## src/rtl/openram_tc_pkg.sv

```systemverilog
// Shared types and constants for the openram test-chip scan host.
// The state enum and packet field offsets are common to the host RTL and its users.
package openram_tc_pkg;

  localparam int unsigned PKT_W_DEFAULT = 112;

  // Command packet field positions (LSB of each field) within the scan chain
  localparam int unsigned ADDR0_LSB  = 96;
  localparam int unsigned ADDR_W     = 16;
  localparam int unsigned DIN0_LSB   = 64;
  localparam int unsigned DATA_W     = 32;
  localparam int unsigned CSB0_BIT   = 63;
  localparam int unsigned WEB0_BIT   = 62;
  localparam int unsigned WMASK0_LSB = 58;
  localparam int unsigned WMASK_W    = 4;
  localparam int unsigned ADDR1_LSB  = 42;
  localparam int unsigned CSB1_BIT   = 41;

  typedef enum logic [2:0] {
    IDLE      = 3'd0,
    SHIFT_IN  = 3'd1,
    LOAD      = 3'd2,
    WAIT      = 3'd3,
    SHIFT_OUT = 3'd4,
    DONE      = 3'd5
  } scan_state_e;

endpackage

```

## src/rtl/scan_clk_gen.sv

```systemverilog
// Scan clock divider: low for DIV clk cycles, then high for DIV cycles, while run is set.
// Held low with the phase counter at zero whenever run is clear.
module scan_clk_gen #(
  parameter int unsigned DIV = 2
) (
  input  logic clk,
  input  logic rstn,
  input  logic run,
  output logic scan_clk,
  output logic tick_fall,
  output logic tick_sample
);

  localparam int unsigned CW = $clog2(2 * DIV);
  localparam logic [CW-1:0] LAST       = CW'(2 * DIV - 1);
  localparam logic [CW-1:0] HIGH_START = CW'(DIV);

  logic [CW-1:0] cnt;
  logic [CW-1:0] cnt_next;

  assign cnt_next  = (cnt == LAST) ? '0 : cnt + 1'b1;
  assign tick_fall = run && (cnt == LAST);
  // The last high cycle is also the cycle whose closing edge drops scan_clk.
  assign tick_sample = run && (cnt == LAST);

  // NOTE: sequential state uses non-blocking assignments so every flop samples pre-edge values.
  always_ff @(posedge clk) begin
    if (!rstn || !run) begin
      cnt      <= '0;
      scan_clk <= 1'b0;
    end else begin
      cnt      <= cnt_next;
      scan_clk <= (cnt_next >= HIGH_START);
    end
  end

endmodule

```

## src/rtl/openram_scan_host.sv

```systemverilog
// Host-side scan driver for the openram test chip: shifts a command packet in, pulses
// sram_load, waits, then shifts the captured chain back out as a parallel response.
module openram_scan_host
  import openram_tc_pkg::*;
#(
  parameter int unsigned PKT_W   = PKT_W_DEFAULT,
  parameter int unsigned DIV     = 2,
  parameter int unsigned LAT_CYC = 2
) (
  input  logic             clk,
  input  logic             rstn,
  input  logic             cmd_valid,
  output logic             cmd_ready,
  input  logic [PKT_W-1:0] cmd_data,
  output logic             rsp_valid,
  input  logic             rsp_ready,
  output logic [PKT_W-1:0] rsp_data,
  output logic             scan_clk,
  output logic             scan_en,
  output logic             scan_in,
  output logic             sram_load,
  output logic             chip_csb,
  input  logic             scan_out
);

  localparam int unsigned BCW       = $clog2(PKT_W + 1);
  localparam int unsigned WCW       = (LAT_CYC > 0) ? $clog2(LAT_CYC + 1) : 1;
  localparam int unsigned WAIT_LAST = (LAT_CYC > 0) ? LAT_CYC - 1 : 0;
  localparam logic [BCW-1:0] BIT_END  = BCW'(PKT_W - 1);
  localparam logic [WCW-1:0] WAIT_END = WCW'(WAIT_LAST);

  scan_state_e    state, state_next;
  logic [BCW-1:0] bit_cnt;
  logic [WCW-1:0] wait_cnt;
  logic [PKT_W-1:0] shreg;
  logic run, tick_fall, tick_sample, accept, update;
  logic scan_en_next, scan_in_next, sram_load_next, chip_csb_next;

  assign rsp_valid = (state == DONE);
  assign cmd_ready = (state == IDLE) && !rsp_valid && rstn;
  assign accept    = cmd_valid && cmd_ready;
  assign run       = state inside {SHIFT_IN, LOAD, WAIT, SHIFT_OUT};
  // Pin outputs only move on accept or on a scan_clk falling edge.
  assign update    = accept || tick_fall;

  scan_clk_gen #(.DIV(DIV)) u_scan_clk_gen (
    .clk         (clk),
    .rstn        (rstn),
    .run         (run),
    .scan_clk    (scan_clk),
    .tick_fall   (tick_fall),
    .tick_sample (tick_sample)
  );

  // NOTE: every always_comb output gets a default first so no latch is inferred.
  always_comb begin
    state_next = state;
    unique case (state)
      IDLE:      if (accept) state_next = SHIFT_IN;
      SHIFT_IN:  if (tick_fall && bit_cnt == BIT_END) state_next = LOAD;
      LOAD:      if (tick_fall) state_next = (LAT_CYC == 0) ? SHIFT_OUT : WAIT;
      WAIT:      if (tick_fall && wait_cnt == WAIT_END) state_next = SHIFT_OUT;
      SHIFT_OUT: if (tick_fall && bit_cnt == BIT_END) state_next = DONE;
      DONE:      if (rsp_ready) state_next = IDLE;
      default:   state_next = IDLE;
    endcase

    scan_en_next   = state_next inside {SHIFT_IN, SHIFT_OUT};
    sram_load_next = (state_next == LOAD);
    chip_csb_next  = !(state_next inside {LOAD, WAIT});
    scan_in_next   = 1'b0;
    if (accept)                      scan_in_next = cmd_data[PKT_W-1];
    else if (state_next == SHIFT_IN) scan_in_next = shreg[PKT_W-2];
  end

  always_ff @(posedge clk) begin
    if (!rstn) begin
      state     <= IDLE;
      bit_cnt   <= '0;
      wait_cnt  <= '0;
      shreg     <= '0;
      rsp_data  <= '0;
      scan_en   <= 1'b0;
      scan_in   <= 1'b0;
      sram_load <= 1'b0;
      chip_csb  <= 1'b1;
    end else begin
      state <= state_next;

      if (state_next != state) begin
        bit_cnt  <= '0;
        wait_cnt <= '0;
      end else if (tick_fall) begin
        if (state inside {SHIFT_IN, SHIFT_OUT}) bit_cnt <= bit_cnt + 1'b1;
        if (state == WAIT)                      wait_cnt <= wait_cnt + 1'b1;
      end

      if (accept)                              shreg <= cmd_data;
      else if (tick_fall && state == SHIFT_IN) shreg <= {shreg[PKT_W-2:0], 1'b0};

      // First bit received ends up in the MSB after PKT_W left shifts.
      if (tick_sample && state == SHIFT_OUT) rsp_data <= {rsp_data[PKT_W-2:0], scan_out};

      if (update) begin
        scan_en   <= scan_en_next;
        scan_in   <= scan_in_next;
        sram_load <= sram_load_next;
        chip_csb  <= chip_csb_next;
      end
    end
  end

endmodule

```

## config.mk

```make
export PLATFORM = sky130hd
export DESIGN_NAME = openram_scan_host
export DESIGN_NICKNAME = d
export VERILOG_FILES = /design/src/rtl/openram_tc_pkg.sv /design/src/rtl/scan_clk_gen.sv /design/src/rtl/openram_scan_host.sv
export SDC_FILE = /design/constraint.sdc
export NUM_CORES = 1
export LEC_CHECK = 0
export CORE_MARGIN = 2
export CORE_UTILIZATION = 35
export CTS_CLUSTER_SIZE = 24
export DETAILED_ROUTE_END_ITERATION = 6
export PLACE_DENSITY = 0.66
export SYNTH_ARGS = -nofsm -noshare
export SYNTH_HDL_FRONTEND = slang
export SYNTH_SLANG_ARGS = --single-unit
export TNS_END_PERCENT = 20
```

## constraint.sdc

```tcl
create_clock -name clk -period 1.87 [get_ports clk]
set_clock_uncertainty 0.15 [all_clocks]
set_input_delay 0.374 -clock clk [delete_from_list [all_inputs] [get_ports clk]]
set_output_delay 0.374 -clock clk [all_outputs]
set_load 0.05 [all_outputs]
```

# Word level (Yosys, flattened, before mapping)
# Cells that the tools add are included.
word_totals:
  register_bits: 242
  inputBits: 117
  output_inout_bits: 119
  wordCells: 64
classes:
  n_addsub: 3
  magnitude_cmp: 1
  eq_ne: 13
  mux: 12
  bitwise: 1
  reduce_logical: 23
ops:
  columns: ["operator", "count"]
  rows:
  - ["111-bit two-way mux", 2]
  - ["3-bit two-way mux", 6]
  - ["3-bit case mux with 6 select lines", 1]
  - ["3-bit by 2-bit equality test with 1-bit output, second input constant", 4]
  - ["3-bit equality test, second input constant", 3]
  - ["1-bit logical AND", 8]
  - ["2-bit nonzero test", 4]
  - ["7-bit by 1-bit adder with 7-bit output, second input constant", 1]
  - ["7-bit equality test, second input constant", 1]
  - ["3-bit by 1-bit equality test with 1-bit output, second input constant", 2]
  - ["2-bit by 1-bit adder with 2-bit output, second input constant", 2]
  - ["1-bit logical NOT", 4]
  - ["2-bit AND reduction", 2]
  - ["4-bit nonzero test", 1]
  - ["3-bit logical NOT", 1]
  - ["3-bit != test", 1]
  - ["2-bit by 1-bit equality test with 1-bit output, second input constant", 1]
  - ["2-bit equality test, second input constant", 1]
  - ["2-bit greater-or-equal comparator, second input constant", 1]
  - ["1-bit logical OR", 2]
  - ["1-bit two-way mux", 2]
  - ["2-bit two-way mux", 1]
  - ["2-bit OR reduction", 1]
  - ["1-bit NOT", 1]

# Longest topological paths before layout
# Gate-level depths: netlist of run 1.
logic_depth:
  ltp_word: 10
  ltp_mapped: 9
  depth_no_buf: 7

# Hierarchy
# A second synthesis of run 1 with hierarchy kept.
unflattened:
  hier_cells: 1212
  hier_area_um2: 9422.8
by_module_without_submodules:
  columns: ["mod", "instances", "cells_per_inst", "area_each_um2", "seq_area_each_um2"]
  rows:
  - ["openram_scan_host", 1, 1205, 9336.5, 4784.6]
  - ["scan_clk_gen", 1, 7, 86.3, 40.0]

# Worst setup path before layout of run 1
# No wires, ideal clock.
synth_timing:
  path_kind: "input to register"
  startpoint: "input rstn"
  endpoint: "register shreg[100]"
  arrival_time_ps: 2297
  t_required_ps: 1597
  setup_slack_ps: -700
  stages: 9
  n_path_buf: 4
  path_cell_list: "buf_2 nor4b_2 and2_1 buf_4 nor2_8 buf_6 buf_4 nand2_1 a21boi_1"
synth_between:
  elab_chain_cells: 3
  elab_cells_between_ends: 4
  cone_classes: "mux (1); reduce/logical (3)"
synth_lines:
  columns: ["element", "line", "source"]
  rows:
  - ["from (decl)", "openram_scan_host.sv:11", "input logic rstn,"]
  - ["1-bit logical AND (*)", "openram_scan_host.sv:40", "assign cmd_ready = (state == IDLE) && !rsp_valid && rstn;"]
  - ["net cmd_ready", "openram_scan_host.sv:13", "output logic cmd_ready,"]
  - ["1-bit logical AND (*)", "openram_scan_host.sv:41", "assign accept = cmd_valid && cmd_ready;"]
  - ["111-bit two-way mux / 2-bit nonzero test (equally long branches)", null, null]
  - ["to (signal assigned)", "openram_scan_host.sv:98", "if (accept) shreg <= cmd_data;"]
  - ["to (signal assigned)", "openram_scan_host.sv:99", "else if (tick_fall && state == SHIFT_IN) shreg <= {shreg[PKT_W-2:0], 1'b0};"]
  - ["to (decl)", "openram_scan_host.sv:35", "logic [PKT_W-1:0] shreg;"]
# The timed path passes the listed nets; every way through them passes the cells marked *.
# A chain may end at the register's enable or synchronous reset.

# Worst setup path in the final report of run 1
layout_timing:
  startpoint: "register state[0]"
  endpoint: "output cmd_ready"
layout_between:
  elab_chain_cells: 4
  elab_cells_between_ends: 5
  cone_classes: "eq/ne (1); reduce/logical (4)"
layout_lines:
  columns: ["element", "line", "source"]
  rows:
  - ["from (decl)", "openram_scan_host.sv:32", "scan_state_e state, state_next;"]
  - ["from (signal assigned)", "openram_scan_host.sv:88", "state <= state_next;"]
  - ["3-bit equality test", "openram_scan_host.sv:39", "assign rsp_valid = (state == DONE);"]
  - ["1-bit logical NOT", "openram_scan_host.sv:40", null]
  - ["1-bit logical AND (*) (2 in series)", "openram_scan_host.sv:40", null]
  - ["to (decl)", "openram_scan_host.sv:13", null]
# Mark *: on every way between the ends. The rest lies on a longest branch, timed or not.

==> flow_summary.json, run 1 <==
{
  "proportion_of_synthesized_chip_area_in_sequential_cells_pct": 49.7,
  "antenna_cells_inserted": 0,
  "worst_setup_hold_path_clk_slew_ns": 0.06,
  "outcome": "finished with violations",
  "max-clock-path-buffers": 3,
  "boundaryPins": 236,
  "drc_violation_count_after_routing": 0,
  "ys.warnings.count": 0,
  "arrival_ns": 1.45,
  "synth_edf_count": 0,
  "detailed_place_hpwl_mm": 16.2,
  "first_pass_grt_wire_length_mm": 39.5,
  "final-hold-violation-count": 0,
  "dieWidth_um": 171,
  "setup.worst_path.class": "flip-flop to primary output",
  "period_minus_slack_ns": 1.98,
  "detail-route-antenna-nets": 0,
  "depth_of_the_worst_register_to_register_path": 7,
  "layout.nets": 1477,
  "post_synth_most_frequent_cells": "nand2_1 (346), dfxtp_1 (241), a21boi_0 (166)",
  "maxClockFrequency_mhz": 506,
  "worst_ep_required_time_ns": 1.35,
  "clock_tree.htree_level_count": 1,
  "detailedRoute.firstPassIterationCount": 5,
  "worst_slew_margin_rel_pct": 70.4,
  "place.gp.congestion": 0.851,
  "crit-reg2reg-capture": "shreg[57]",
  "synth_top_area_share_pct": 49.7,
  "cts_hold_buf": 0,
  "stdcell_count": 1748,
  "fin_ws_ns": -0.106,
  "cp-startpoint": "state[0]",
  "worstPathMaxFanout": 2,
  "chipHeight_um": 171,
  "netlist_area_before_placement_um2": 9700,
  "vias_in_the_first_global_route": 7661,
  "core_area_um2": 27100,
  "finalInstanceArea_um2": 14000,
  "dpl_worst_slack_ns": -0.154,
  "yosys.area_share.adder_pct": 0.387,
  "synth-compound-area-share_pct": 27.5,
  "yosys.area_share.xor_xnor_pct": 0.632,
  "synth_top_family_by_area": "compound AO/OA/AOI/OAI gates",
  "final-setup-viol-count": 4,
  "clockRootBuffer": "clkbuf_16",
  "ys.flop_type": "dfxtp_1",
  "synth_cells": 1101,
  "gr-total-overflow": 0,
  "grt_use_met2_pct": 25.3,
  "tritoncts_clock_tree": "done",
  "std_cell_rows": 60,
  "netlist_top_cells_area": "dfxtp_1 (50%), nand2_1 (13%), a21boi_0 (13%), a22oi_1 (8.4%), a21boi_1 (4.3%)",
  "drv.max_cap_violation_count": 0,
  "cts_buffers": 27,
  "finalHoldWorstSlack_ns": 0.243,
  "total_number_of_clock_tree_sinks": 241,
  "timing_max_transition_violations_final": 0,
  "fp.dieArea_um2": 29100,
  "multiInputGateArea_um2": 4530,
  "crit_path_end_kind": "primary output",
  "register_area_um2": 4840,
  "nFillCells": 2457,
  "drt-initial-drc-count": 640,
  "yosys.cell_count.top_type": "nand2_1",
  "power.density_nw_per_um2": 866,
  "largest_net_degree_at_the_start_of_global_routing": 123,
  "detailroute.via_count": 8584,
  "post-place-cells": 1665,
  "syn-num-nets": 1221,
  "placed_area_um2": 12300,
  "grt_usage_pct": 16.2,
  "clock_insertion_delay_worst_skew_ns": 0.52,
  "worst-slew-pin-transition_ns": 0.443,
  "busiest_layer": "met2",
  "drt-wirelength-per-cell_um": 15.4,
  "synthArstFlopShare_pct": 0,
  "via_per_inst": 4.91,
  "drive_above_1_share_pct": 20.6,
  "totalWireLength_mm": 27.0,
  "timing.hold.worst.class": "input port to flip-flop",
  "port_buffers": 235,
  "rr_startpoint": "state[0]",
  "area.growth.synth_to_final_pct": 44.2,
  "grt_setup_unrepaired": "yes",
  "antenna_violations_before_repair": 0,
  "syn_area_per_cell_um2": 8.81,
  "ir_worst_vdd_uv": 616,
  "finish.utilization_pct": 51.6,
  "timing.critical_path.to": "cmd_ready",
  "start_kind": "flip-flop",
  "post_synth_simple_gate_area_pct": 16.3,
  "yosys-mux-area-fraction_pct": 0.529,
  "reg2reg_setup_slack_ns": -0.02,
  "fin_crit_sh_pct": 106,
  "floorplan.initialDensity_pct": 35.8,
  "synth_largest_area_cell": "dfxtp_1",
  "globalRouteMet1Util_pct": 22.5,
  "yosys_reg_bits": 241,
  "power_leakage_uw": 0.00518,
  "failed_checks": "negative setup slack",
  "netlist_cell_types": 43,
  "met3_usage_pct": 3.77
}
[report_power, final]
group	leakage, uW	switching [uW]	internal [uW]
sequential	0.00196	66.0	5260
clock	0.000481	2130	3730
combinational	0.00274	390	546
total	0.00518	2590	9530
[state kept, by name, summed over array words and instances, names as in the netlist, 2 cells and up]
| signal | cells |
|---|---|
| rsp_data | 112 |
| shreg | 111 |
| bit_cnt | 7 |
| state | 3 |
| u_scan_clk_gen.cnt | 2 |
| wait_cnt | 2 |
[worst max-delay path: stages, from the launching register on]
cell and delay, ns:
dfxtp_4 0.36, nor4b_4 0.29, buf_4 0.16, buf_12 0.13
[how the worst min path moves through the flow]
stage	start	to	cells after the start	slack, ns
3_3_place_gp	u_scan_clk_gen.cnt[0]	u_scan_clk_gen.cnt[0]	1	0.26
3_5_place_dp	u_scan_clk_gen.cnt[0]	u_scan_clk_gen.cnt[0]	1	0.27
5_1_grt	rstn	state[1]	5	0.25
6_report	rstn	state[1]	5	0.24
2_1_floorplan	u_scan_clk_gen.cnt[0]	u_scan_clk_gen.cnt[0]	1	0.25
4_1_cts	rstn	state[1]	5	0.21
[layout by cell type, fill, tap and decap left out, types with 3 or more instances in the layout]
master and count:
a21boi_0 116, bufinv_16 7, a21boi_1 104, nand2_1 338, and3_4 3, dfxtp_2 3, a21oi_1 4, a22oi_2 3
and2_1 10, nand3_1 3, a22oi_1 106, nor2_1 9, buf_12 18, nor2b_1 4, clkinv_2 4, nand4_1 5
o21ai_0 8, clkbuf_8 3, clkbuf_16 39, buf_4 165, buf_6 7, dfxtp_1 236, mux2i_1 4, clkdlybuf4s50_1 115
clkbuf_1 3, nand2_2 7, xor2_1 5
[per-stage QoR]
stage | total power (uW) | TNS (ns)
global placement | 6200 | -7.09
floorplan | 5830 | -23.51
CTS | 12100 | -0.252
finish | 12100 | -0.256
global route | 12600 | -3.59
detailed placement | 6210 | -11.53
[timing repair]
action / 4_1_cts / 5_1_grt
hold endpoints to repair: 0 / 0
endpoints found under the setup margin: 48 / 226
cloned: 0 / 13
pin swaps: 2 / 11
buffers inserted: 4 / 18
gates resized for setup: 11 / 81
[logic make-up (layout without fill, tap and decap cells)]
kind of cell,Yosys count,count (layout)
AOI/OAI and AO/OA,359,359
xor gates and xnor gates,7,7
adders and majority gates,3,3
buffers and inverters,95,369
DFF,241,241
muxes,5,5
and+or+nand+nor,391,392
[routing by layer]
layer | part of all wire [%] | up-vias
met5 | 0 | -
li1 | - | 4294
met4 | 2.3 | 0
met1 | 46 | 4057
met2 | 46 | 190
met3 | 5.6 | 43
[area by class of cell]
| cell class | instances | area share [%] |
|---|---|---|
| tap | 372 | 3.33 |
| timing repair buffer | 318 | 22.6 |
| inverter | 3 | 0.0805 |
| clock inverter | 15 | 1.88 |
| multi-input combinational | 766 | 32.4 |
| clock buffer | 33 | 5.20 |
| sequential | 241 | 34.6 |
No activity file was read; power rests on OpenSTA's default activity.
==> inputs of run 2 (changes only) <==
--- a/config.mk
+++ b/config.mk
@@ -10,6 +10,8 @@
 export CTS_CLUSTER_SIZE = 24
 export DETAILED_ROUTE_END_ITERATION = 6
 export PLACE_DENSITY = 0.66
+export REMOVE_ABC_BUFFERS = 1
+export SETUP_SLACK_MARGIN = 0.2
 export SYNTH_ARGS = -nofsm -noshare
 export SYNTH_HDL_FRONTEND = slang
 export SYNTH_SLANG_ARGS = --single-unit
==> run 2 against run 1 <==
Compared with the run above: the flow still finishes with violations (negative setup slack); setup slack worse by 0.040 ns; non-clock buffer count decreased by 15; sequential power about the same; total power grew 3.2%; combinational power is 3.0% higher; critical endpoint unchanged; largest power group unchanged.
==> flow_summary.json, run 2 (synthesis gave the netlist of run 1 again) <==
{
  "gr-total-overflow": 0,
  "arrival_ns": 1.49,
  "totalWireLength_mm": 28.1,
  "via_per_inst": 4.97,
  "detailed_place_hpwl_mm": 17.3,
  "boundaryPins": 236,
  "worst_setup_hold_path_clk_slew_ns": 0.06,
  "post-place-cells": 1660,
  "drc_violation_count_after_routing": 0,
  "final-hold-violation-count": 0,
  "largestRegisters": "rsp_data x112, shreg x111, bit_cnt x7",
  "worstHoldEndpoint": "rsp_data[45]",
  "power.density_nw_per_um2": 885,
  "total_number_of_clock_tree_sinks": 241,
  "maxClockFrequency_mhz": 496,
  "vias_in_the_first_global_route": 7832,
  "first_pass_grt_wire_length_mm": 40.6,
  "clock_tree.htree_level_count": 1,
  "tritoncts_clock_tree": "done",
  "floorplan.initialDensity_pct": 35.8,
  "fin_crit_sh_pct": 108,
  "cts_hold_buf": 0,
  "mostFrequentLayoutCells": "nand2_1 (345), dfxtp_1 (231), clkdlybuf4s50_1 (115)",
  "grt_setup_unrepaired": "yes",
  "registers.top_by_ff_count": "rsp_data",
  "antenna_violations_before_repair": 0,
  "ir_worst_vdd_uv": 552,
  "drive_above_1_share_pct": 19.3,
  "chipHeight_um": 171,
  "final-setup-viol-count": 111,
  "worst_hold_startpoint": "rstn",
  "largest_register_ff_count": 112,
  "crit_path_end_kind": "primary output",
  "area.growth.synth_to_final_pct": 45.7,
  "timing_max_transition_violations_final": 0,
  "layout.nets": 1462,
  "worst_ep_required_time_ns": 1.35,
  "cts_buffers": 27,
  "period_minus_slack_ns": 2.02,
  "worst_slew_margin_rel_pct": 63.8,
  "place.gp.congestion": 0.801,
  "port_buffers": 235,
  "grt_usage_pct": 17.1,
  "crit-reg2reg-capture": "shreg[14]",
  "detailroute.via_count": 8620,
  "drt-initial-drc-count": 610,
  "dieWidth_um": 171,
  "power_leakage_uw": 0.00521,
  "drv.max_cap_violation_count": 0,
  "max-clock-path-buffers": 3,
  "setup.worst_path.class": "flip-flop to primary output",
  "fin_ws_ns": -0.146,
  "most_frequent_standard_cell_in_the_layout_excluding_fill_and_tap_cells": "nand2_1",
  "std_cell_rows": 60,
  "fp.dieArea_um2": 29100,
  "drt-wirelength-per-cell_um": 16.2,
  "clockRootBuffer": "clkbuf_16",
  "clock_insertion_delay_worst_skew_ns": 0.53,
  "stdcell_count": 1736,
  "failed_checks": "negative setup slack",
  "detailedRoute.firstPassIterationCount": 5,
  "largest_net_degree_at_the_start_of_global_routing": 146,
  "start_kind": "flip-flop",
  "rr_startpoint": "state[2]",
  "core_area_um2": 27100,
  "depth_of_the_worst_register_to_register_path": 9,
  "dpl_worst_slack_ns": -0.177,
  "timing.hold.worst.class": "input port to flip-flop",
  "detail-route-antenna-nets": 0,
  "reg2reg_setup_slack_ns": -0.12,
  "holdPathStages": 3,
  "worst-slew-pin-transition_ns": 0.543,
  "worstPathMaxFanout": 3,
  "outcome": "finished with violations"
}
-- run 2: cell count changes in the layout (fill, tap and decap cells not counted), sizes merged --
| cell | delta |
|---|---|
| buf | -14 |
| diode | +1 |
| and2 | -1 |
| bufbuf | +1 |
| clkbuf | +4 |
| clkinv | -4 |
| nor2 | +1 |
| bufinv | +1 |
| inv | +1 |
| clkinvlp | -2 |
-- run 2: critical path, stage by stage (launching register included) --
cell and delay, ns:
dfxtp_2 0.35, nor4b_4 0.32, buf_4 0.17, buf_12 0.12
-- run 2: metrics by stage --
stage / power, uW / utilization (%) / hold WS [ns] / setup TNS, ns / area [um^2]
2_1_floorplan: 5740 / - / 0.249 / -667.88 / 9240
3_3_place_gp: 6220 / 45.5 / 0.269 / -7.01 / 12300
3_5_place_dp: 6230 / 45.5 / 0.271 / -8.41 / 12300
4_1_cts: 12500 / 50.2 / 0.105 / -4.57 / 13600
5_1_grt: 12900 / 52.2 / 0.117 / -15.02 / 14100
6_report: 12500 / 52.2 / 0.125 / -7.60 / 14100
-- run 2: cell type report --
class	count	area, um^2
sequential	241	4840
fill	2493	13000
timing repair buffer	303	3270
antenna	1	2.50
inverter	3	11.3
clock inverter	11	259
clock buffer	39	801
multi-input combinational	766	4480
tap	372	465
-- run 2: how the worst max path moves through the flow --
stage	startpoint	to	slack (ns)
global placement	cmd_valid	bit_cnt[1]	-0.17
detailed placement	cmd_valid	bit_cnt[4]	-0.18
CTS	state[0]	cmd_ready	-0.13
floorplan	u_scan_clk_gen.cnt[1]	chip_csb	-3.32
global route	state[1]	cmd_ready	-0.20
finish	state[1]	cmd_ready	-0.15
-- run 2: what timing repair did --
action / CTS / global route
setup endpoints to repair: 245 / 274
buffers inserted: 6 / 3
gates resized for setup: 70 / 75
cloned: 2 / 14
pin swaps: 9 / 22
-- run 2: where the power goes --
group	switching [uW]	leakage (uW)	internal, uW
Combinational	407	0.00273	558
Clock	2150	0.000520	4060
Sequential	68.3	0.00196	5260
Total	2630	0.00521	9880
-- run 2: per-layer routing --
metal  vias up  routed length (um)  GRT usage, %
met1      4102               12700          22.3
met4         0                 862          6.06
met2       185               13400          28.4
li1       4283                   -             -
met3        50                1150          3.01
met5         -                   0             0
==> inputs of run 3 (changes only) <==
--- a/config.mk
+++ b/config.mk
@@ -5,12 +5,12 @@
 export SDC_FILE = /design/constraint.sdc
 export NUM_CORES = 1
 export LEC_CHECK = 0
+export CAP_MARGIN = 20
 export CORE_MARGIN = 2
 export CORE_UTILIZATION = 35
 export CTS_CLUSTER_SIZE = 24
 export DETAILED_ROUTE_END_ITERATION = 6
 export PLACE_DENSITY = 0.66
-export REMOVE_ABC_BUFFERS = 1
 export SETUP_SLACK_MARGIN = 0.2
 export SYNTH_ARGS = -nofsm -noshare
 export SYNTH_HDL_FRONTEND = slang
==> run 3 against run 2 <==
Compared with the run above: setup slack worse by 0.0029 ns; global-route usage grew 0.88 points; first-iteration DRC count decreased by 0.82%; critical path type unchanged; critical path depth unchanged; the run still ends with negative setup slack left; clock power decreased by 3.7%; largest power group unchanged.
==> flow_summary.json, run 3 (synthesis gave the netlist of run 1 again) <==
{
  "worst-slew-pin-transition_ns": 0.770,
  "chipHeight_um": 171,
  "detail-route-antenna-nets": 0,
  "grt_usage_pct": 18.0,
  "maxClockFrequency_mhz": 495,
  "cp_cell_sequence": "nor4b_4 -> buf_4 -> buf_12",
  "std_cell_rows": 60,
  "finalInstanceArea_um2": 15500,
  "ir_worst_vdd_uv": 683,
  "first_pass_grt_wire_length_mm": 43.2,
  "via_per_inst": 4.97,
  "timing.hold.worst.class": "input port to flip-flop",
  "crit_path_end_kind": "primary output",
  "cp_slowest_cell": "dfxtp_4",
  "antenna_violations_before_repair": 0,
  "worst_slew_margin_rel_pct": 48.7,
  "largestRegisters": "rsp_data x112, shreg x111, bit_cnt x7",
  "total_number_of_clock_tree_sinks": 241,
  "design_power_total_uw": 12500,
  "dieWidth_um": 171,
  "period_minus_slack_ns": 2.02,
  "detailed_place_hpwl_mm": 16.4,
  "drive_above_1_share_pct": 32.3,
  "detailroute.via_count": 8889,
  "depth_of_the_worst_register_to_register_path": 9,
  "max-clock-path-buffers": 3,
  "final-hold-violation-count": 0,
  "worstPathBufferInverterCount": 2,
  "start_kind": "flip-flop",
  "floorplan.initialDensity_pct": 35.8,
  "clockRootBuffer": "clkbuf_16",
  "area.growth.synth_to_final_pct": 60.1,
  "outcome": "finished with violations",
  "fin_crit_sh_pct": 108,
  "failed_checks": "negative setup slack",
  "totalWireLength_mm": 29.0,
  "cts_hold_buf": 0,
  "slowest_delay_ns": 0.36,
  "worst_hold_startpoint": "rstn",
  "clock_insertion_delay_worst_skew_ns": 0.53,
  "reg2reg_setup_slack_ns": -0.07,
  "drv.max_cap_violation_count": 0,
  "largest_register_ff_count": 112,
  "fp.dieArea_um2": 29100,
  "most_frequent_standard_cell_in_the_layout_excluding_fill_and_tap_cells": "nand2_1",
  "fin_ws_ns": -0.149,
  "drc_violation_count_after_routing": 0,
  "power.density_nw_per_um2": 805,
  "core_area_um2": 27100,
  "largest_net_degree_at_the_start_of_global_routing": 140,
  "timing_max_transition_violations_final": 0,
  "layout.nets": 1513,
  "worst_ep_required_time_ns": 1.35,
  "worstHoldEndpoint": "state[1]",
  "post-place-cells": 1670,
  "place.gp.congestion": 0.835,
  "grt_setup_unrepaired": "yes",
  "rr_startpoint": "state[2]",
  "boundaryPins": 236,
  "gr-total-overflow": 0,
  "stdcell_count": 1787,
  "worstPathMaxFanout": 3,
  "detailedRoute.firstPassIterationCount": 5,
  "clock_tree.htree_level_count": 1,
  "holdPathStages": 5,
  "setup.worst_path.class": "flip-flop to primary output",
  "critical-path-top-delay-family": "flip-flops",
  "nFillCells": 2290,
  "mostFrequentLayoutCells": "nand2_1 (261), dfxtp_1 (230), a21boi_1 (168)",
  "worst_setup_hold_path_clk_slew_ns": 0.06,
  "crit-reg2reg-capture": "shreg[33]",
  "placed_area_um2": 12400,
  "power_leakage_uw": 0.00581,
  "registers.top_by_ff_count": "rsp_data",
  "antenna_cells_inserted": 0,
  "arrival_ns": 1.49,
  "tritoncts_clock_tree": "done",
  "final-setup-viol-count": 57,
  "drt-initial-drc-count": 605,
  "port_buffers": 235,
  "cts_buffers": 28,
  "finish.utilization_pct": 57.3,
  "drt-wirelength-per-cell_um": 16.2,
  "vias_in_the_first_global_route": 8349
}
## run 3: changes by cell type in the layout (fill, tap and decap cells not counted), moves of 11 or more
| cell | delta |
|---|---|
| a21boi_0 | -84 |
| a21boi_1 | +54 |
| a21boi_2 | +30 |
| a22oi_1 | -16 |
| a22oi_2 | +16 |
| buf_12 | +14 |
| buf_16 | +11 |
| buf_4 | +21 |
| nand2_1 | -84 |
| nand2_2 | +55 |
| nand2_4 | +29 |
## run 3: routing by layer
metal,part of all wire (%),track usage (%),wire length (um)
met1,44,23.5,12900
met2,47,29.8,13700
met3,5.5,3.68,1590
met4,2.9,5.35,836
met5,0,0,0
## run 3: stage by stage
step           setup TNS [ns]  hold WS [ns]  setup slack, ns
6_report                -1.63         0.219           -0.149
5_1_grt                 -7.41         0.265           -0.208
2_1_floorplan          -23.51         0.249           -0.239
3_5_place_dp           -14.19         0.269           -0.189
3_3_place_gp           -11.13         0.257           -0.149
4_1_cts                -0.260         0.199           -0.148
## run 3: worst max path at each step
stage | from | to | slack (ns) | cells past startpoint
floorplan | rstn | shreg[60] | -0.24 | 8
global placement | u_scan_clk_gen.cnt[0] | bit_cnt[0] | -0.15 | 6
detailed placement | cmd_valid | shreg[20] | -0.19 | 5
CTS | state[2] | cmd_ready | -0.15 | 3
global route | state[2] | cmd_ready | -0.21 | 3
finish | state[2] | cmd_ready | -0.15 | 3
## run 3: cell type report
class	count	area, um^2	share of cell area, %
Multi-Input combinational cell	766	5100	32.8
Sequential cell	241	4840	31.2
Timing Repair Buffer	353	4080	26.3
Clock buffer	38	830	5.34
Tap cell	372	465	3.00
Clock inverter	14	206	1.33
Inverter	3	11.3	0.0725
## run 3: report_power, final
group / total (uW) / internal (uW) / switching [uW]
sequential: 5350 / 5260 / 91.3
clock: 5990 / 3790 / 2200
combinational: 1170 / 701 / 471
total: 12500 / 9750 / 2770
## run 3: worst reg2reg max path, delay by kind of cell, from the launching register on
family,cells,cell delay [ns]
simple gates,2,0.50
flops,1,0.36
compound gates,2,0.19
buf+inv,5,0.66
## run 3: timing repair
| action | 4_1_cts | 5_1_grt |
|---|---|---|
| gates resized for setup | 179 | 266 |
| pin swaps | 60 | 138 |
| gates cloned | 18 | 10 |
| buffers inserted | 30 | 7 |
| endpoints found under the setup margin | 251 | 271 |
